$ cat src/rtl/clk_div_prog.sv
// Programmable integer clock divider: pclk = Ref_Clk / N, N in 2..2^RATIO_W-1,
// with glitch-free ratio changes at period boundaries. Optional macro CLK_DIV_LOCK_EN.
module clk_div_prog #(
  parameter int unsigned RATIO_W       = 8,
  parameter int unsigned DEFAULT_RATIO = 20,
  parameter int unsigned LOCK_PERIODS  = 4
) (
  input  logic               Ref_Clk,
  input  logic               rst,
  input  logic [RATIO_W-1:0] div_ratio,
  input  logic               ratio_load,
  output logic               pclk,
  output logic               pclk_en,
  output logic               ratio_ack,
  output logic               ratio_err,
  output logic               lock
);

  localparam logic [RATIO_W-1:0] DEF_R = RATIO_W'(DEFAULT_RATIO);
  localparam logic [RATIO_W-1:0] MIN_R = RATIO_W'(2);
  localparam logic [RATIO_W-1:0] ONE   = RATIO_W'(1);

  logic [RATIO_W-1:0] act_q, act_d;
  logic [RATIO_W-1:0] cnt_q, cnt_d;
  logic [RATIO_W-1:0] pend_q, pend_d;
  logic               pend_v_q, pend_v_d;
  logic               pclk_q, pclk_d;
  logic               pclk_en_q, pclk_en_d;
  logic               ack_q, ack_d;
  logic               err_det_q, err_det_d;
  logic               err_q, err_d;
  logic               lock_q, lock_d;

  logic               wrap;
  logic               apply;
  logic               clamp;
  logic [RATIO_W:0]   high_len;

  always_comb begin
    wrap      = (cnt_q == act_q - ONE);
    apply     = wrap & pend_v_q;
    cnt_d     = wrap ? '0 : cnt_q + ONE;
    act_d     = apply ? pend_q : act_q;
    // high phase length follows the ratio of the period cnt_d belongs to
    high_len  = ({1'b0, act_d} + (RATIO_W+1)'(1)) >> 1;
    pclk_d    = ({1'b0, cnt_d} < high_len);
    pclk_en_d = wrap;
    ack_d     = apply;

    clamp     = (div_ratio < MIN_R);
    pend_d    = pend_q;
    pend_v_d  = pend_v_q & ~apply;
    if (ratio_load) begin
      pend_d   = clamp ? MIN_R : div_ratio;
      pend_v_d = 1'b1;
    end
    err_det_d = ratio_load & clamp;
    err_d     = err_det_q;
  end

`ifdef CLK_DIV_LOCK_EN
  localparam int unsigned PW = (LOCK_PERIODS > 0) ? $clog2(LOCK_PERIODS + 1) : 1;
  localparam logic [PW-1:0] LP_MAX = PW'(LOCK_PERIODS);

  logic [PW-1:0] per_cnt_q, per_cnt_d;
  logic          run_q;

  // the wrap on the release edge only starts the first period, so it is not counted
  always_comb begin
    per_cnt_d = per_cnt_q;
    if (apply) begin
      per_cnt_d = '0;
    end else if (wrap && run_q && (per_cnt_q != LP_MAX)) begin
      per_cnt_d = per_cnt_q + PW'(1);
    end
    lock_d = (per_cnt_d == LP_MAX);
  end

  always_ff @(posedge Ref_Clk) begin
    if (!rst) begin
      per_cnt_q <= '0;
      run_q     <= 1'b0;
    end else begin
      per_cnt_q <= per_cnt_d;
      run_q     <= 1'b1;
    end
  end
`else
  always_comb begin
    lock_d = 1'b1;
  end
`endif

  always_ff @(posedge Ref_Clk) begin
    if (!rst) begin
      act_q     <= DEF_R;
      cnt_q     <= DEF_R - ONE;
      pend_q    <= MIN_R;
      pend_v_q  <= 1'b0;
      pclk_q    <= 1'b0;
      pclk_en_q <= 1'b0;
      ack_q     <= 1'b0;
      err_det_q <= 1'b0;
      err_q     <= 1'b0;
      lock_q    <= 1'b0;
    end else begin
      act_q     <= act_d;
      cnt_q     <= cnt_d;
      pend_q    <= pend_d;
      pend_v_q  <= pend_v_d;
      pclk_q    <= pclk_d;
      pclk_en_q <= pclk_en_d;
      ack_q     <= ack_d;
      err_det_q <= err_det_d;
      err_q     <= err_d;
      lock_q    <= lock_d;
    end
  end

  assign pclk      = pclk_q;
  assign pclk_en   = pclk_en_q;
  assign ratio_ack = ack_q;
  assign ratio_err = err_q;
  assign lock      = lock_q;

endmodule
$ cat config.mk
export PLATFORM = sky130hd
export DESIGN_NAME = clk_div_prog
export DESIGN_NICKNAME = d
export VERILOG_FILES = /design/src/rtl/clk_div_prog.sv
export SDC_FILE = /design/constraint.sdc
export NUM_CORES = 1
export LEC_CHECK = 0
export BUFFER_PORTS_ARGS = -buffer_cell sky130_fd_sc_hd__buf_4
export CAP_MARGIN = 20
export CORE_MARGIN = 5
export CORE_UTILIZATION = 55
export DETAILED_ROUTE_END_ITERATION = 10
export GPL_ROUTABILITY_DRIVEN = 0
export PLACE_DENSITY = 0.79
export SETUP_SLACK_MARGIN = 0.05
export SYNTH_ARGS = -nofsm -noshare
export SYNTH_HDL_FRONTEND = slang
export SYNTH_SLANG_ARGS = --single-unit
$ cat constraint.sdc
create_clock -name Ref_Clk -period 10.1 [get_ports Ref_Clk]
set_input_delay 0 -clock Ref_Clk [delete_from_list [all_inputs] [get_ports Ref_Clk]]
set_output_delay 0 -clock Ref_Clk [all_outputs]
set_load 0.02 [all_outputs]
== Yosys cells after proc, flatten, opt, wreduce, memory -nomap -nowiden ==
Index checks and enable logic that the tools add are counted.
Cells by class
  bitwise gates (word level): 4
  order comparisons: 2
  equality and inequality tests: 1
  $add $sub $neg: 3
  muxes and demuxes: 5
Operators with widths (number)
  2-to-1 mux 8 bit: 3
  adder 8 x 1 -> 9 bit (second input constant): 1
  adder 8 x 1 -> 8 bit (second input constant): 1
  == test 8 bit: 1
  less-than comparator 8 x 2 -> 1 bit (second input constant): 1
  less-than comparator 8 bit: 1
  subtractor 8 x 1 -> 8 bit (second input constant): 1
  bitwise AND 1 bit: 3
  2-to-1 mux 1 bit: 2
  inverter 1 bit: 1
Word-level totals
  bits of input ports: 11
  register bits: 31
  output and inout port bits: 5

== Longest topological paths before layout ==
  depth after elaboration: 6
  depth in mapped cells: 20
  gate-level depth less buffers: 19

== Worst setup path after synthesis ==
No wires, ideal clock.
  kind: register to register
  from: register act_q[0]
  to: register pclk_q (netlist: pclk)
  cell stages (with the launch flop): 17
  data arrival time: 3.507 ns
  setup slack: 6.471 ns
  period minus slack after synthesis: 3.629 ns
  cell sequence: dfxtp_1 > buf_6 > or4_4 > or4_1 > o311ai_1 > o2111ai_4 > mux2_4 > ha_1 > nand3_1 > nor2_1 > xnor2_1 > nor2_1 > a21oi_1 > ha_1 > o2111ai_1 > a41oi_1 > a21oi_1
Between the ends
  cells in the longest elaborated chain, start to end: 6
  elaborated cells between the ends (all ways): 7
RTL lines
  from (decl): line 23  | logic [RATIO_W-1:0] act_q, act_d;
  from (signal assigned): line 107  | act_q <= act_d;
  subtractor 8 x 1 -> 8 bit: line 40  | wrap = (cnt_q == act_q - ONE);
  == test 8 bit: line 40
  bitwise AND 1 bit: line 41  | apply = wrap & pend_v_q;
  2-to-1 mux 8 bit: line 43  | act_d = apply ? pend_q : act_q;
  via act_d[1]: line 23
  adder 8 x 1 -> 9 bit: line 45  | high_len = ({1'b0, act_d} + (RATIO_W+1)'(1)) >> 1;
  less-than comparator 8 bit: line 46  | pclk_d = ({1'b0, cnt_d} < high_len);
  to (signal assigned): line 111  | pclk_q <= pclk_d;
  to (decl): line 27  | logic pclk_q, pclk_d;
The timed path passes the listed nets, and every way through them passes these cells.
A chain may end at the register's enable or synchronous reset.

== Worst setup path in the final report ==
Same ends and word-level chain as after synthesis.

==> flow_summary.toml <==
[setup_path]
rr_startpoint = "act_q[0]"
cp_max_fo = 19
rr_endpoint = "pclk"
reg2reg_depth = 19
crit_required_ns = 10.36
crit_path_end_kind = "flop"
arrival_ns = 4.42
start_kind = "flop"
ff2ff_setup_slack_ns = 5.94
path_class = "flop to flop"

[sta]
rsz0062_at_grt = "no"
hold_viol = 0
slew_headroom = 0.579
fin_tns_setup_ns = 0
whs_ns = 0.0504
setup_viol = 0
finalCriticalPeriod_ns = 4.16
timing.fmax_mhz = 240
min_period_over_period = 0.412
finClkSkew_ns = 0.00842
slew_viol_final = 0
worst_pin_slew_ns = 0.626

[min_path]
hold_end = "pend_q[0]"
holdCritPathClass = "input pin to flop"
hold_depth = 4
min_from = "div_ratio[0]"

[synthesis]
syn_nets = 239
synth_area_per_cell_sq_um = 8.58
async_reset_ff_frac = 0
ys_seq_area_frac = 0.332
synth_edf_count = 0
ys_types = 45
yosysWarnings = 0
synth_cells = 218
netlist_area_sq_um = 1870
synth.area.top_cells = "dfxtp_1 (33%), xnor2_1 (7.0%), ha_1 (6.7%), xor2_1 (5.2%), mux2i_1 (4.3%)"
synth_top_cell_area_share = 0.332
ys_seq_elements = 31
synth_top_cell_by_area = "dfxtp_1"
synth_flop_cell = "dfxtp_1"

[power]
clkPwrFrac = 0.215
p_total_mw = 0.473
p_comb_frac = 0.428
internal_power_mw = 0.291
p_sw_mw = 0.181
p_sw_frac = 0.384
ir_worst_vdd_mv = 0.134
leakage_nw = 0.865
power_density_nw_per_um2 = 220
seq_power_share = 0.357

[clock_network]
cts-resized-gates = 0
clock_latency_ns = 0.33
clkTransAtPathRegs_ns = 0.10
cts_buffers = 5
holdBufCountCts = 9
clkSinkCount = 31
post-cts-setup-buffers = 0
cts_buffer_depth = 2
clock-root-buffer = "clkbuf_4"
htreeDepth = 2
cts_tree = "yes"

[die]
rows = 21
dieHeight_microns = 68.3
coreArea_sq_um = 3310
die_area_sq_um = 4670
die_x_microns = 68.3
io_pins = 16
start_util = 0.565

[cells_and_area]
areaGrowthSynthToFinish_pct = 15.1
diodes = 0
drive_above_1_share = 0.123
final_nets = 256
final_cells = 282
final_util = 0.650

[global_routing]
antenna_found_initial = 0
grt_pass1_wl_microns = 6450
grt_pass1_vias = 1371
grt_max_degree = 29
overflow = 0
gr-usage-all-layers = 0.185

[routing]
drt_iter0_drc = 115
vias = 1522
routed_via_density = 5.40
wl_per_cell_microns = 13.9
drt-pass1-iter-count = 4
ant_nets = 0
finalWirelength_microns = 3910
drc_errors = 0

[outcome]
status = "complete, no violations"

[placed_design]
portBuffers = 15
dp_cells = 265
place_hpwl_microns = 2610

[job]
drv_cap = 0
==> cells by family (layout without fill, tap and decap cells) <==
kind of cell,Yosys count,in the layout,share of synthesized area
AND/OR/NAND/NOR,93,93,0.262
flip-flops,31,31,0.332
AO/OA/AOI/OAI,29,29,0.116
XOR/XNOR,26,26,0.122
buffers and inverters,19,37,0.0441
adder cells (fa/ha/maj),10,10,0.0669
multiplexers,10,10,0.0569
==> worst max-delay path by stage <==
stage	from	endpoint	slack, ns	cells past startpoint
floorplan	act_q[0]	pclk	6.47	16
detailed placement	act_q[0]	pclk	5.98	17
CTS	act_q[0]	pclk	5.95	17
finish	act_q[0]	pclk	5.94	19
global placement	act_q[0]	pclk	6.05	17
global route	act_q[0]	pclk	5.43	17
==> power groups by stage <==
stage               Combinational, mW  Clock, mW  Sequential, mW
floorplan                       0.172          0           0.159
global placement                0.195          0           0.171
detailed placement              0.198          0           0.171
CTS                             0.203      0.104           0.169
global route                    0.227      0.110           0.173
finish                          0.202      0.102           0.169
==> critical path: stages, from the launching register on <==
cell,delay [ns]
dfxtp_1,0.38
inv_1,0.12
ha_1,0.18
nor3b_1,0.36
a21oi_1,0.12
nor4_1,0.58
o2111ai_4,0.41
mux2_4,0.41
ha_1,0.25
nand3_1,0.13
nor2_1,0.08
xnor2_1,0.12
nor2_1,0.08
a21oi_1,0.06
ha_1,0.21
a21o_1,0.15
nand2_1,0.08
nand3_1,0.08
o21bai_1,0.17
a21oi_1,0.11
==> metal layers <==
| metal | vias up | global-route usage | share of wire |
|---|---|---|---|
| li1 | 793 | - | - |
| met3 | 8 | 0.0296 | 0.033 |
| met5 | - | 0 | 0 |
| met4 | 0 | 0.0670 | 0.015 |
| met2 | 33 | 0.280 | 0.45 |
| met1 | 688 | 0.261 | 0.50 |
==> layout by cell type (no fill, tap or decap), types with 9 or more instances in the layout <==
| master | netlist | final |
|---|---|---|
| xor2_1 | 11 | 11 |
| xnor2_1 | 15 | 15 |
| nor2b_1 | 9 | 9 |
| nand2_1 | 19 | 19 |
| nand3_1 | 16 | 16 |
| nor2_1 | 20 | 20 |
| dfxtp_1 | 31 | 31 |
| buf_4 | 0 | 15 |
| ha_1 | 10 | 10 |
| dlygate4sd3_1 | 0 | 9 |
==> registers in the layout, summed over array words and instances (netlist names) <==
name       flops
ratio_ack      1
err_d          1
ratio_err      1
pclk_en        1
pend_v_q       1
cnt_q          8
pclk           1
act_q          8
pend_q         8
lock           1
==> per-stage QoR <==
step	area, sq um	setup slack [ns]
floorplan	1870	6.47
global placement	1980	6.05
detailed placement	1980	5.98
CTS	2150	5.95
global route	2150	5.43
finish	2150	5.94
==> synth_stat cells, types with 2 or more instances <==
cell / count
a21boi_0: 5
a21o_1: 2
a21oi_1: 5
and2_1: 6
and3_1: 3
and4_1: 3
buf_2: 3
clkbuf_1: 9
dfxtp_1: 31
ha_1: 10
inv_1: 5
mux2i_1: 8
nand2_1: 19
nand2b_1: 3
nand3_1: 16
nand4_1: 3
nor2_1: 20
nor2b_1: 9
nor4_1: 2
o21ai_0: 6
or4_1: 2
xnor2_1: 15
xor2_1: 11
==> layout make-up <==
cell class                      instances  area, sq um
Clock buffer                            6         51.3
Tap cell                               46         57.6
Fill cell                             293         1160
Timing Repair Buffer                   24          203
Inverter                                5         18.8
Sequential cell                        31          621
Clock inverter                          2         35.0
Multi-Input combinational cell        168         1170
Power figures use the tool's default switching activity.
